`src/rtl/jtag_cmd_driver.sv`:
```
// rtl/jtag_cmd_driver.sv - JTAG command sequencer: RESET/IR/DR/IDLE commands to TMS/TDI, TDO capture
// Parks the TAP in Run-Test/Idle between commands; DONE is the idle-equivalent completion cycle.
module jtag_cmd_driver #(
  parameter int MAX_LEN = 32,
  parameter int LEN_W   = 6
) (
  input  logic               TCK,
  input  logic               TRST,
  input  logic               cmd_valid,
  output logic               cmd_ready,
  input  logic [1:0]         cmd_type,
  input  logic [LEN_W-1:0]   cmd_len,
  input  logic [MAX_LEN-1:0] cmd_data,
  output logic               TMS,
  output logic               TDI,
  input  logic               TDO,
  output logic               rsp_valid,
  output logic [MAX_LEN-1:0] rsp_data,
  output logic               rsp_err
);

  typedef enum logic [2:0] {
    S_INIT, S_IDLE, S_PRE, S_SHIFT, S_POST, S_WAIT, S_DONE
  } state_e;

  localparam logic [1:0] T_RESET = 2'd0;
  localparam logic [1:0] T_IR    = 2'd1;
  localparam logic [1:0] T_DR    = 2'd2;

  state_e             state_q, state_d;
  logic [LEN_W-1:0]   cnt_q, cnt_d;
  logic [LEN_W-1:0]   len_q, len_d;
  logic [1:0]         type_q, type_d;
  logic [MAX_LEN-1:0] sh_q, sh_d;
  logic [MAX_LEN-1:0] cap_q, cap_d;
  logic [MAX_LEN-1:0] rsp_data_q, rsp_data_d;
  logic               rsp_err_q, rsp_err_d;
  logic               len_bad;
  logic               last_cnt;

  assign len_bad  = (cmd_len == '0) || (cmd_len > LEN_W'(MAX_LEN));
  assign last_cnt = (cnt_q == len_q - LEN_W'(1));
  assign rsp_data = rsp_data_q;
  assign rsp_err  = rsp_err_q;

  always_comb begin
    state_d    = state_q;
    cnt_d      = cnt_q;
    len_d      = len_q;
    type_d     = type_q;
    sh_d       = sh_q;
    cap_d      = cap_q;
    rsp_data_d = rsp_data_q;
    rsp_err_d  = rsp_err_q;
    TMS        = 1'b0;
    TDI        = 1'b0;
    cmd_ready  = 1'b0;
    rsp_valid  = 1'b0;
    case (state_q)
      S_INIT: begin
        TMS = (cnt_q != LEN_W'(5));
        if (cnt_q == LEN_W'(5)) begin
          state_d = S_IDLE;
          cnt_d   = '0;
        end else begin
          cnt_d = cnt_q + LEN_W'(1);
        end
      end
      S_IDLE, S_DONE: begin
        cmd_ready = 1'b1;
        rsp_valid = (state_q == S_DONE);
        state_d   = S_IDLE;
        if (cmd_valid) begin
          type_d = cmd_type;
          len_d  = cmd_len;
          sh_d   = cmd_data;
          cap_d  = '0;
          cnt_d  = '0;
          case (cmd_type)
            T_RESET: state_d = S_PRE;
            T_IR, T_DR: begin
              // Illegal scan lengths complete at once without touching TMS.
              if (len_bad) begin
                state_d    = S_DONE;
                rsp_data_d = '0;
                rsp_err_d  = 1'b1;
              end else begin
                state_d = S_PRE;
              end
            end
            default: begin
              if (cmd_len == '0) begin
                state_d    = S_DONE;
                rsp_data_d = '0;
                rsp_err_d  = 1'b0;
              end else begin
                state_d = S_WAIT;
              end
            end
          endcase
        end
      end
      S_PRE: begin
        cnt_d = cnt_q + LEN_W'(1);
        case (type_q)
          T_RESET: begin
            TMS = (cnt_q != LEN_W'(5));
            if (cnt_q == LEN_W'(5)) begin
              state_d    = S_DONE;
              rsp_data_d = '0;
              rsp_err_d  = 1'b0;
            end
          end
          T_IR: begin
            TMS = (cnt_q < LEN_W'(2));
            if (cnt_q == LEN_W'(3)) begin
              state_d = S_SHIFT;
              cnt_d   = '0;
            end
          end
          default: begin
            TMS = (cnt_q == '0);
            if (cnt_q == LEN_W'(2)) begin
              state_d = S_SHIFT;
              cnt_d   = '0;
            end
          end
        endcase
      end
      S_SHIFT: begin
        // The TAP presents TDO for bit i during the cycle the driver launches bit i.
        TDI   = sh_q[0];
        TMS   = last_cnt;
        sh_d  = sh_q >> 1;
        cap_d = cap_q | (MAX_LEN'(TDO) << cnt_q);
        cnt_d = cnt_q + LEN_W'(1);
        if (last_cnt) begin
          state_d = S_POST;
          cnt_d   = '0;
        end
      end
      S_POST: begin
        TMS   = (cnt_q == '0);
        cnt_d = cnt_q + LEN_W'(1);
        if (cnt_q == LEN_W'(1)) begin
          state_d    = S_DONE;
          rsp_data_d = cap_q;
          rsp_err_d  = 1'b0;
        end
      end
      S_WAIT: begin
        cnt_d = cnt_q + LEN_W'(1);
        if (last_cnt) begin
          state_d    = S_DONE;
          rsp_data_d = '0;
          rsp_err_d  = 1'b0;
        end
      end
      default: state_d = S_INIT;
    endcase
  end

  always_ff @(posedge TCK) begin
    if (TRST) begin
      state_q    <= S_INIT;
      cnt_q      <= '0;
      len_q      <= '0;
      type_q     <= '0;
      sh_q       <= '0;
      cap_q      <= '0;
      rsp_data_q <= '0;
      rsp_err_q  <= 1'b0;
    end else begin
      state_q    <= state_d;
      cnt_q      <= cnt_d;
      len_q      <= len_d;
      type_q     <= type_d;
      sh_q       <= sh_d;
      cap_q      <= cap_d;
      rsp_data_q <= rsp_data_d;
      rsp_err_q  <= rsp_err_d;
    end
  end

endmodule

```
`config.mk`:
```
export PLATFORM = sky130hd
export DESIGN_NAME = jtag_cmd_driver
export DESIGN_NICKNAME = d
export VERILOG_FILES = /design/src/rtl/jtag_cmd_driver.sv
export SDC_FILE = /design/constraint.sdc
export NUM_CORES = 1
export LEC_CHECK = 0
export ABC_AREA = 1
export CAP_MARGIN = 20
export CORE_AREA = 2 2 110 112
export DETAILED_ROUTE_END_ITERATION = 7
export DIE_AREA = 0 0 112 114
export HOLD_SLACK_MARGIN = 0.02
export PLACE_DENSITY = 0.75
export SYNTH_ARGS = -nofsm -noshare
export SYNTH_HDL_FRONTEND = slang
export SYNTH_SLANG_ARGS = --single-unit
```
`constraint.sdc`:
```
create_clock -name TCK -period 1.9 [get_ports TCK]
set_input_delay 0.38 -clock TCK [delete_from_list [all_inputs] [get_ports TCK]]
set_output_delay 0.38 -clock TCK [all_outputs]
set_load 0.03 [all_outputs]
```
Word-level counts from Yosys, hierarchy flattened
Cells that the tools add are included.
{"block": "totals", "output_inout_bits": 37, "ff_bits": 114, "input_bits": 44, "word_cells": 106}
{"block": "op_classes", "n_mux": 47, "n_reduce_logical": 17, "n_lt_le_gt_ge": 2, "addsub": 2, "bitwise_logic": 1, "n_shift": 1, "eq_ne": 28}
{"operator": "$mux 32", "count": 9}
{"operator": "$pmux 32 s2", "count": 3}
{"operator": "$pmux 32 s4", "count": 1}
{"operator": "$or 32x32->32", "count": 1}
{"operator": "$shl 1x6->32", "count": 1}
{"operator": "$mux 6", "count": 5}
{"operator": "$pmux 6 s5", "count": 1}
{"operator": "$mux 3", "count": 9}
{"operator": "$pmux 3 s6", "count": 1}
{"operator": "$ne 2x2->1 const B", "count": 8}
{"operator": "$eq 6x2->1 const B", "count": 2}
{"operator": "$logic_not 6->1", "count": 2}
{"operator": "$ne 3x3->1 const B", "count": 4}
{"operator": "$pmux 3 s2", "count": 2}
{"operator": "$pmux 6 s2", "count": 1}
{"operator": "$mux 1", "count": 10}
{"operator": "$eq 3x3->1 const B", "count": 3}
{"operator": "$reduce_and 9->1", "count": 1}
{"operator": "$pmux 1 s4", "count": 2}
{"operator": "$reduce_and 7->1", "count": 1}
{"operator": "$add 6x1->6 const B", "count": 1}
{"operator": "$eq 3x2->1 const B", "count": 2}
{"operator": "$eq 6x1->1 const B", "count": 1}
{"operator": "$eq 6x3->1 const B", "count": 1}
{"operator": "19 further kinds", "count": 26}

Longest topological paths before layout
Gate-level depths: netlist of the first run.
{"block": "depth", "depth_word": 6, "mapped_depth": 16, "ltp_nobuf": 15}

Worst setup path before layout of the first run
Ideal clock, no wire load.
{"block": "synth_path", "path_type": "reg2out", "start": "register len_q[0]", "end": "output TMS", "path_buffers": 0, "setup_slack_ns": -0.317, "path_stages_with_launch": 8, "t_arrival_ns": 1.837, "path_cell_list": "dfxtp_1 > inv_1 > ha_1 > xor2_1 > nand3_1 > nor2_2 > nand3_2 > o21ai_0"}
{"block": "synth_via", "elab_chain_cells": 3}
{"element": "from (decl)", "line": "32", "rtl": "logic [LEN_W-1:0] len_q, len_d;"}
{"element": "from (signal assigned)", "line": "176", "rtl": "len_q <= len_d;"}
{"element": "$sub 6x1->6", "line": "42", "rtl": "assign last_cnt = (cnt_q == len_q - LEN_W'(1));"}
{"element": "$eq 6x6->1", "line": "42"}
{"element": "$pmux 1 s4", "line": "59", "rtl": "case (state_q)"}
{"element": "to (decl)", "line": "14", "rtl": "output logic TMS,"}
No other way between the ends.

Worst setup path after layout of the first run
{"block": "layout_path", "start": "register len_q[1]", "end": "output TMS"}
The elaborated chain is that of the path after synthesis.

==> results of run 1 <==
==> synthesized netlist by cell type, types with 4 or more instances <==
cell type	count	share of area, %
dfxtp_1	114	41
clkbuf_1	24	1.6
inv_2	11	0.74
nor2_2	4	0.45
xor2_1	6	0.94
nand2_1	229	15
buf_6	4	0.81
ha_1	7	1.6
a31oi_1	31	3.5
o21ai_0	62	5.6
a21oi_1	60	5.4
nor2_1	145	9.7
nand3_1	23	2.1
buf_2	13	1.2
inv_1	59	4.0
nand4_1	4	0.45
o21ai_1	5	0.45
nor3_1	16	1.4
nor2_4	5	1.0
==> state kept, by name, indices dropped and copies added, names as in the netlist <==
signal	flops
state_q	3
cnt_q	6
cap_q	32
type_q	2
len_q	6
rsp_err	1
sh_q	32
rsp_data	32
==> critical path, cell delays in order (launching register included) <==
cell and delay (ns):
dfxtp_2 0.33, inv_2 0.05, ha_4 0.26, xor2_1 0.14, nand3_1 0.13, nor2_2 0.13, nand3_2 0.10, o21ai_2 0.18
buf_6 0.16
==> cell families (layout without fill, tap and decap cells) <==
| family | Yosys count | in the layout | synth area share, % |
|---|---|---|---|
| AND/OR/NAND/NOR | 435 | 445 | 32.2 |
| AO/OA/AOI/OAI | 161 | 161 | 15.3 |
| buffers and inverters | 118 | 242 | 8.90 |
| flip-flops | 114 | 114 | 40.9 |
| adder cells (fa/ha/maj) | 7 | 7 | 1.57 |
| XOR/XNOR | 7 | 7 | 1.10 |
==> routing by layer <==
metal | routed length (um) | vias up | part of all wire, % | global-route usage [%]
met3 | 694 | 27 | 4.7 | 5.58
met4 | 278 | 0 | 1.9 | 10.2
met1 | 6700 | 2540 | 45 | 30.3
li1 | - | 2959 | - | -
met5 | 0 | - | 0 | 0
met2 | 7080 | 164 | 48 | 39.0
==> how the worst max path moves through the flow <==
stage / startpoint / end
finish: len_q[1]$_SDFFE_PP0P_ / TMS
global route: len_q[0]$_SDFFE_PP0P_ / TMS
CTS: len_q[0]$_SDFFE_PP0P_ / TMS
detailed placement: cmd_type[1] / rsp_data[1]$_SDFFE_PP0P_
floorplan: len_q[0]$_SDFFE_PP0P_ / TMS
global placement: cmd_type[0] / rsp_data[1]$_SDFFE_PP0P_
==> what timing repair did <==
item,4_1_cts,5_1_grt
setup endpoints to repair,36,60
setup buffers,2,3
cloned,10,0
pin swaps,10,18
gates resized for setup,29,39
==> layout make-up <==
type	count	area [um2]	area share (%)
clock inverters	13	136	1.77
multi-input cells	620	3090	40.0
flip-flops and latches	114	2290	29.6
well taps	147	184	2.38
repair buffers	138	1300	16.8
inverters	72	290	3.76
clock buffers	19	443	5.73
==> metrics by stage <==
stage	TNS, ns	setup slack (ns)	hold WS (ns)	instance area (um2)	util (%)
2_1_floorplan	0	0.0608	0.439	5590	-
3_3_place_gp	-15.36	-0.478	0.454	6780	57.9
3_5_place_dp	-16.57	-0.531	0.459	6780	57.9
4_1_cts	-0.518	-0.356	0.470	7570	64.7
5_1_grt	-8.17	-0.427	0.495	7720	66.0
6_report	-4.77	-0.368	0.476	7720	66.0
==> power groups by stage <==
stage	Clock, mW	Sequential, mW	Combinational [mW]
6_report	3.09	3.38	6.25
5_1_grt	3.25	3.45	6.83
4_1_cts	3.13	3.36	5.97
3_5_place_dp	0	3.40	5.30
3_3_place_gp	0	3.39	5.23
2_1_floorplan	0	3.98	3.12
==> metrics.md, run 1 <==
| Metric | Value |
|---|---|
| Outcome | finished with violations |
| Violated checks | setup timing |
| Post-Syn Nets | about 890 |
| GR Util All Layers | a little under a quarter |
| CTS tree | done |
| Detail Placement HPWL | around 9.3 mm |
| Sequential power share | 26.6% |
| Grt total ovfl | 0 |
| Type of the most critical hold path | register to register |
| Initial antenna violation count | 0 |
| Clk_lat worst skew | about 0.41 ns |
| Gp weighted congestion | roughly 0.9 |
| Root buffer cell | clkbuf_16 |
| Post-synth EDFFs | 0 |
| Min-Delay Startpoint | sh_q[14]$_SDFFE_PP0P_ |
| Post-Syn Area | 0.00558 mm2 |
| Clk buf depth | 2 |
| Via/cell ratio | around 5.1 |
| Yosys warning count | 0 |
| Hold-critical path depth | 2 |
| Area grow syn2layout | 38.4% |
| Crit. End Element | output port |
| Unique cell type count in the Yosys netlist | 33 |
| Final Hold Vio Count | 0 |
| Worst-margin pin slew | 0.611 ns |
| # setup viols final | 38 |
| Non-Filler Instances | ~1100 |
| Remaining DRCs | 0 |
| Final WS setup | -0.368 ns |
| Cell count after placement | 1076 |
| Layout Nets | ~1000 |
| Switching part of the total | a little over two fifths |
| R2R cell count | 13 |
| Diode count | 0 |
| WL final | ~15 mm |
| Fillers | about 1000 |
| Clk sinks | between 100 and 150 |
| Syn avg cell area | between 6 and 7 um2 |
| Fraction of layout cells with a size suffix above 1 | 17.3% |
| First-pass GRT wire length | ~25 mm |
| Max frequency | around 440 MHz |
| Most common cell after layout, fill and taps aside | nand2_1 |
| Antenna Nets Post-Route | 0 |
| P_int | 7.40 mW |
| First drt pass iteration count | 7 |
| Core area | 0.0117 mm2 |
| R2r endpoint | rsp_data[6]$_SDFFE_PP0P_ |
| Endpoint, Worst Hold | sh_q[13]$_SDFFE_PP0P_ |
| Row Count | 40 |
| Power Density | approximately 1600 mW/mm2 |
| Worst-path clk slew | 0.06 ns |
| CP Data Arrival Time | 1.89 ns |
| Top-Level Pins | 81 |
| Worst-path maximum fanout | 2 |
| Tcrit/Tclk final | 119% |
| Setup slack, reg-to-reg | -0.16 ns |
| Max rail drop VDD | about 1.1 mV |
| Crit path kind | register to output port |
| H-tree depth | 4 |
| Worst Clk Skew | 0.00817 ns |
| Gate count of the mapped netlist | between 800 and 900 |
| Routed len/inst | 13.1 um |
| Unrepaired setup endpoints after global routing | true |
| Post-synth ARST share | 0% |
| Die Wd | roughly 110 um |
| Cts hold-fix bufs | 0 |
| Leak | 3.19 nW |
| Port Buf Inserts | 80 |
| Crit start category | register |
| Sequential area share after synthesis | roughly two fifths |
| Pin count of the biggest net entering global routing | approximately 50 |
| Flops & latches, synth | approximately 110 |
| Reg-to-reg critical path startpoint | len_q[1]$_SDFFE_PP0P_ |
| Req. time, crit path | 1.52 ns |
| Commonest non-fill, non-tap cells in the layout | 213 x nand2_1, 135 x nor2_1, 109 x dfxtp_1 |
| Synth Flop Type | dfxtp_1 |
| Vias | 5690 |
| MaxCap Viol Count | 0 |
| Clock power frac | 24.3% |
| Total die area | approximately 0.013 mm2 |
| Fin. max-slew vios | 0 |
| Max-Slew Margin vs Limit | between 50% and 60% |
| Initial Util | between 40 and 50% |
| Die Span Y | about 110 um |
| Num CTS Buffers | 17 |
| DR iter-0 viols | 395 |
| Post-route minimum period | 2.27 ns |
| Gate power share | between 40% and 50% |
| Vias in the first global route | roughly 5400 |
| Switching power | ~5.3 mW |
| Power Total | 12.7 mW |
(Power assumes the default switching activity.)
==> run 2, diff against run 1 <==
Settings changed: TNS_END_PERCENT from default to 5.
==> metrics.md, run 2 (synthesized netlist as in run 1, its figures left out) <==
| Metric | Value |
|---|---|
| Outcome | finished with violations |
| Remaining DRCs | 0 |
| Tcrit/Tclk final | 120% |
| Grt total ovfl | 0 |
| P_int | approximately 7.1 mW |
| Most common cell after layout, fill and taps aside | nand2_1 |
| Clk sinks | ~110 |
| First-pass GRT wire length | around 23 mm |
| Gate power share | ~46% |
| Initial Util | 47.7% |
| Final Cell Area | about 0.0074 mm2 |
| Delay-heaviest family, CP | simple AND/OR/NAND/NOR gates |
| Worst-path clk slew | approximately 0.060 ns |
| Top-Level Pins | 81 |
| MaxCap Viol Count | 0 |
| WL final | roughly 14 mm |
| Req. time, crit path | 1.52 ns |
| Commonest non-fill, non-tap cells in the layout | 228 x nand2_1, 143 x nor2_1, 111 x dfxtp_1 |
| Fillers | between 1000 and 1500 |
| Via/cell ratio | approximately 4.9 |
| Total die area | approximately 0.013 mm2 |
| Placed cell areas | between 0.006 and 0.007 mm2 |
| Unrepaired setup endpoints after global routing | true |
| Crit. End Element | output port |
| Pin count of the biggest net entering global routing | approximately 50 |
| CP Data Arrival Time | 1.89 ns |
| Routed len/inst | 12.3 um |
| Clock power frac | 25.9% |
| Max-Slew Margin vs Limit | around 70% |
| Switching part of the total | 40.3% |
| Die Wd | about 110 um |
| CP Cell Sequence | inv_2 -> ha_4 -> xor2_1 -> nand3_1 -> nor2_2 -> nand3_2 -> o21ai_2 -> buf_6 |
| Non-Filler Instances | roughly 1100 |
| Worst-path maximum fanout | 2 |
| Final Hold Vio Count | 0 |
| Port Buf Inserts | 80 |
| Clk_lat worst skew | between 0.4 and 0.5 ns |
| # setup viols final | 35 |
| Vias in the first global route | slightly above 5000 |
| Worst Clk Skew | ~0.0071 ns |
| Area grow syn2layout | 33.1% |
| Max rail drop VDD | 1.13 mV |
| Type of the most critical hold path | register to register |
| First drt pass iteration count | 8 |
| Num CTS Buffers | 17 |
| Crit start category | register |
| Fraction of layout cells with a size suffix above 1 | 13.7% |
| GR Util All Layers | between 20% and 30% |
| Cts hold-fix bufs | 0 |
| Antenna Nets Post-Route | 0 |
| Crit path kind | register to output port |
| Sequential power share | roughly 28% |
| Core area | 0.0117 mm2 |
| Core Util, Final | 63.4% |
| Final WS setup | -0.374 ns |
| Clk buf depth | 2 |
| Buffers and inverters on the worst path | 2 |
| CTS tree | done |
| Layout Nets | 1002 |
| Power Density | between 1500 and 2000 mW/mm2 |
| CP max stage delay | around 0.33 ns |
| Leak | 3.12 nW |
| Fin. max-slew vios | 0 |
| CP max-delay cell | dfxtp_2 |
| Gp weighted congestion | 0.891 |
| Cell count after placement | around 1100 |
| Violated checks | setup timing |
| Detail Placement HPWL | a little over 9 mm |
| Die Span Y | about 110 um |
| Post-route minimum period | between 2 and 2.5 ns |
| Diode count | 0 |
| Root buffer cell | clkbuf_16 |
| Worst-margin pin slew | around 0.44 ns |
| Initial antenna violation count | 0 |
| Row Count | 40 |
| H-tree depth | 4 |
| DR iter-0 viols | 322 |
| Switching power | between 4 and 5 mW |
| Vias | 5483 |
| Max frequency | around 440 MHz |
-- run 2: cell count changes in the layout (fill, tap and decap cells not counted), moves of 2 or more --
cell / delta
nand3_4: -4
inv_4: -2
dfxtp_1: +2
nor2_2: -7
nand2_1: +15
nand2_8: -2
nor2_1: +8
buf_6: -4
inv_2: +3
nand2_2: -13
dfxtp_2: -2
nor2_4: -7
buf_4: +2
-- run 2: timing repair --
action / CTS / global route
resized for setup: 8 / 6
gates cloned: 0 / 1
pin swaps: 8 / 9
setup endpoints to repair: 36 / 53
buffers inserted: 2 / 0
-- run 2: final cells by class --
| class | count | area, um2 | share of cell area [%] |
|---|---|---|---|
| repair buffers | 135 | 1250 | 16.8 |
| well taps | 147 | 184 | 2.48 |
| clock buffers | 19 | 443 | 5.96 |
| inverters | 72 | 273 | 3.67 |
| flip-flops and latches | 114 | 2290 | 30.8 |
| multi-input cells | 611 | 2860 | 38.5 |
| clock inverters | 13 | 136 | 1.84 |
-- run 2: metrics by stage --
stage	power, mW	hold WS [ns]	TNS, ns	setup slack [ns]
6_report	11.9	0.476	-5.47	-0.374
5_1_grt	12.8	0.495	-11.14	-0.449
4_1_cts	11.9	0.470	-6.18	-0.356
3_5_place_dp	8.70	0.459	-16.57	-0.531
3_3_place_gp	8.62	0.454	-15.36	-0.478
2_1_floorplan	7.11	0.439	0	0.0608
-- run 2: power groups by stage --
stage / Sequential, mW / Clock, mW / Combinational, mW
after floorplan: 3.98 / 0 / 3.12
after global placement: 3.39 / 0 / 5.23
after detailed placement: 3.40 / 0 / 5.30
after CTS: 3.36 / 3.13 / 5.37
after global routing: 3.44 / 3.25 / 6.10
final: 3.35 / 3.09 / 5.46
-- run 2: final timing paths --
kind         cells past startpoint  slack, ns                  start                        end
max                              8      -0.37  len_q[1]$_SDFFE_PP0P_                        TMS
min                              2       0.48  sh_q[31]$_SDFFE_PP0P_      sh_q[31]$_SDFFE_PP0P_
max reg2reg                     12      -0.19  len_q[1]$_SDFFE_PP0P_  rsp_data[28]$_SDFFE_PP0P_
min reg2reg                      2       0.48  sh_q[31]$_SDFFE_PP0P_      sh_q[31]$_SDFFE_PP0P_
-- run 2: metal layers --
| layer | track usage [%] | vias to the layer above | wire [um] |
|---|---|---|---|
| met5 | 0 | - | 0 |
| met4 | 9.11 | 0 | 264 |
| met3 | 5.37 | 22 | 686 |
| met2 | 35.8 | 145 | 6290 |
| met1 | 29.1 | 2403 | 6380 |
| li1 | - | 2913 | - |
-- run 2: worst register-to-register path: cells and delay by family, from the launching register on --
family / cells / cell delay (ns)
buffers and inverters: 3 / 0.36
AND/OR/NAND/NOR: 7 / 0.88
flip-flops: 1 / 0.33
adder cells (fa/ha/maj): 1 / 0.26
XOR/XNOR: 1 / 0.14
==> run 3, diff against run 2 <==
Settings changed: GPL_TIMING_DRIVEN from default to 0, SLEW_MARGIN from default to 15.
==> metrics.md, run 3 (synthesized netlist as in run 1, its figures left out) <==
| Metric | Value |
|---|---|
| Power Density | 1650 mW/mm2 |
| Grt total ovfl | 0 |
| Root buffer cell | clkbuf_16 |
| First-pass GRT wire length | ~25 mm |
| Layout Nets | between 900 and 1000 |
| Final WS setup | -0.311 ns |
| Diode count | 0 |
| CP max stage delay | approximately 0.35 ns |
| Most common cell after layout, fill and taps aside | nand2_1 |
| Die Span Y | roughly 110 um |
| CP max-delay cell | dfxtp_2 |
| Core area | around 0.012 mm2 |
| Post-route minimum period | 2.21 ns |
| Final Hold Vio Count | 0 |
| Num CTS Buffers | 17 |
| Violated checks | setup timing |
| Gp weighted congestion | just under 1 |
| Max rail drop VDD | 1.07 mV |
| Row Count | 40 |
| Detail Placement HPWL | 10.4 mm |
| Vias | 5643 |
| Commonest non-fill, non-tap cells in the layout | 224 x nand2_1, 138 x nor2_1, 106 x dfxtp_1 |
| Port Buf Inserts | slightly below 80 |
| Fin. max-slew vios | 0 |
| Max-Slew Margin vs Limit | approximately three fifths |
| WL final | approximately 15 mm |
| # setup viols final | 41 |
| Worst-path maximum fanout | 2 |
| H-tree depth | 4 |
| Antenna Nets Post-Route | 0 |
| Area grow syn2layout | 31.5% |
| Buffers and inverters on the worst path | 2 |
| MaxCap Viol Count | 0 |
| Fraction of layout cells with a size suffix above 1 | between 10% and 20% |
| Remaining DRCs | 0 |
| Worst-margin pin slew | a little under 0.6 ns |
| Top-Level Pins | roughly 80 |
| Via/cell ratio | between 5 and 6 |
| Tcrit/Tclk final | 116% |
| Clk buf depth | 2 |
| CP Cell Sequence | inv_4 -> ha_4 -> xor2_1 -> nand3_1 -> nor2_2 -> nand3_2 -> o21ai_2 -> buf_6 |
| Initial Util | a little under half |
| Clk sinks | ~110 |
| DR iter-0 viols | 412 |
| Non-Filler Instances | ~1100 |
| Clk_lat worst skew | about 0.42 ns |
| Setup TNS | -6.88 ns |
| Crit start category | register |
| CP Data Arrival Time | 1.83 ns |
| First drt pass iteration count | 6 |
| Max frequency | between 400 and 500 MHz |
| Total die area | around 0.013 mm2 |
| Cell count after placement | around 1100 |
| Routed len/inst | 13.2 um |
| Fillers | 1140 |
| Die Wd | approximately 110 um |
| Worst Clk Skew | slightly below 0.01 ns |
| Delay-heaviest family, CP | flip-flops |
| Pin count of the biggest net entering global routing | 18 |
| Type of the most critical hold path | input port to register |
| Worst-path clk slew | approximately 0.06 ns |
| Crit. End Element | output port |
| Crit path kind | register to output port |
| Unrepaired setup endpoints after global routing | true |
| Outcome | finished with violations |
| Worst Hold Slack | just under 0.4 ns |
| Vias in the first global route | about 5300 |
| Req. time, crit path | approximately 1.5 ns |
| GR Util All Layers | between 20% and 30% |
| Initial antenna violation count | 0 |
| CTS tree | done |
| Post-Place Setup Slack | -0.629 ns |
| Leak | ~3.0 nW |
run 3: what timing repair did:
item | CTS | global route
setup buffers | 3 | 5
setup endpoints to repair | 45 | 83
hold buffers | 0 | 0
resized for setup | 48 | 23
pin swaps | 4 | 6
gates cloned | 0 | 2
run 3: routing by layer:
layer  up-vias  wire length, um  track usage, %
met5         -                0               0
met4         0              231            8.37
met3        24              841            5.63
met2       180             7120            41.2
met1      2525             6440            29.2
li1       2914                -               -
run 3: cell type report:
cell class | instances | area (um2) | share of cell area (%)
buffer | 45 | 241 | 3.29
clock buffer | 25 | 485 | 6.61
clock inverter | 7 | 100 | 1.36
inverter | 72 | 278 | 3.78
multi-input combinational | 610 | 2900 | 39.5
sequential | 114 | 2290 | 31.2
tap | 147 | 184 | 2.50
timing repair buffer | 88 | 861 | 11.7
run 3: final timing paths:
| path | startpoint | to | slack (ns) | cells after the start |
|---|---|---|---|---|
| max | len_q[0]$_SDFFE_PP0P_ | TMS | -0.31 | 8 |
| min | TRST | cap_q[2]$_SDFFE_PP0P_ | 0.40 | 2 |
| max reg2reg | len_q[0]$_SDFFE_PP0P_ | rsp_data[4]$_SDFFE_PP0P_ | -0.23 | 15 |
| min reg2reg | sh_q[31]$_SDFFE_PP0P_ | sh_q[31]$_SDFFE_PP0P_ | 0.47 | 2 |
run 3: report_power, final:
| group | internal [mW] | leakage, nW | switching [mW] |
|---|---|---|---|
| Combinational | 2.18 | 1.82 | 3.43 |
| Sequential | 3.02 | 0.931 | 0.356 |
| Clock | 2.04 | 0.274 | 1.11 |
| Total | 7.23 | 3.02 | 4.89 |
run 3: stage by stage:
stage	instance area (um2)	power, mW	utilization (%)
2_1_floorplan	5590	7.11	-
3_3_place_gp	6560	8.56	56.0
3_5_place_dp	6560	8.64	56.0
4_1_cts	7240	11.9	61.8
5_1_grt	7340	12.9	62.7
6_report	7340	12.1	62.7
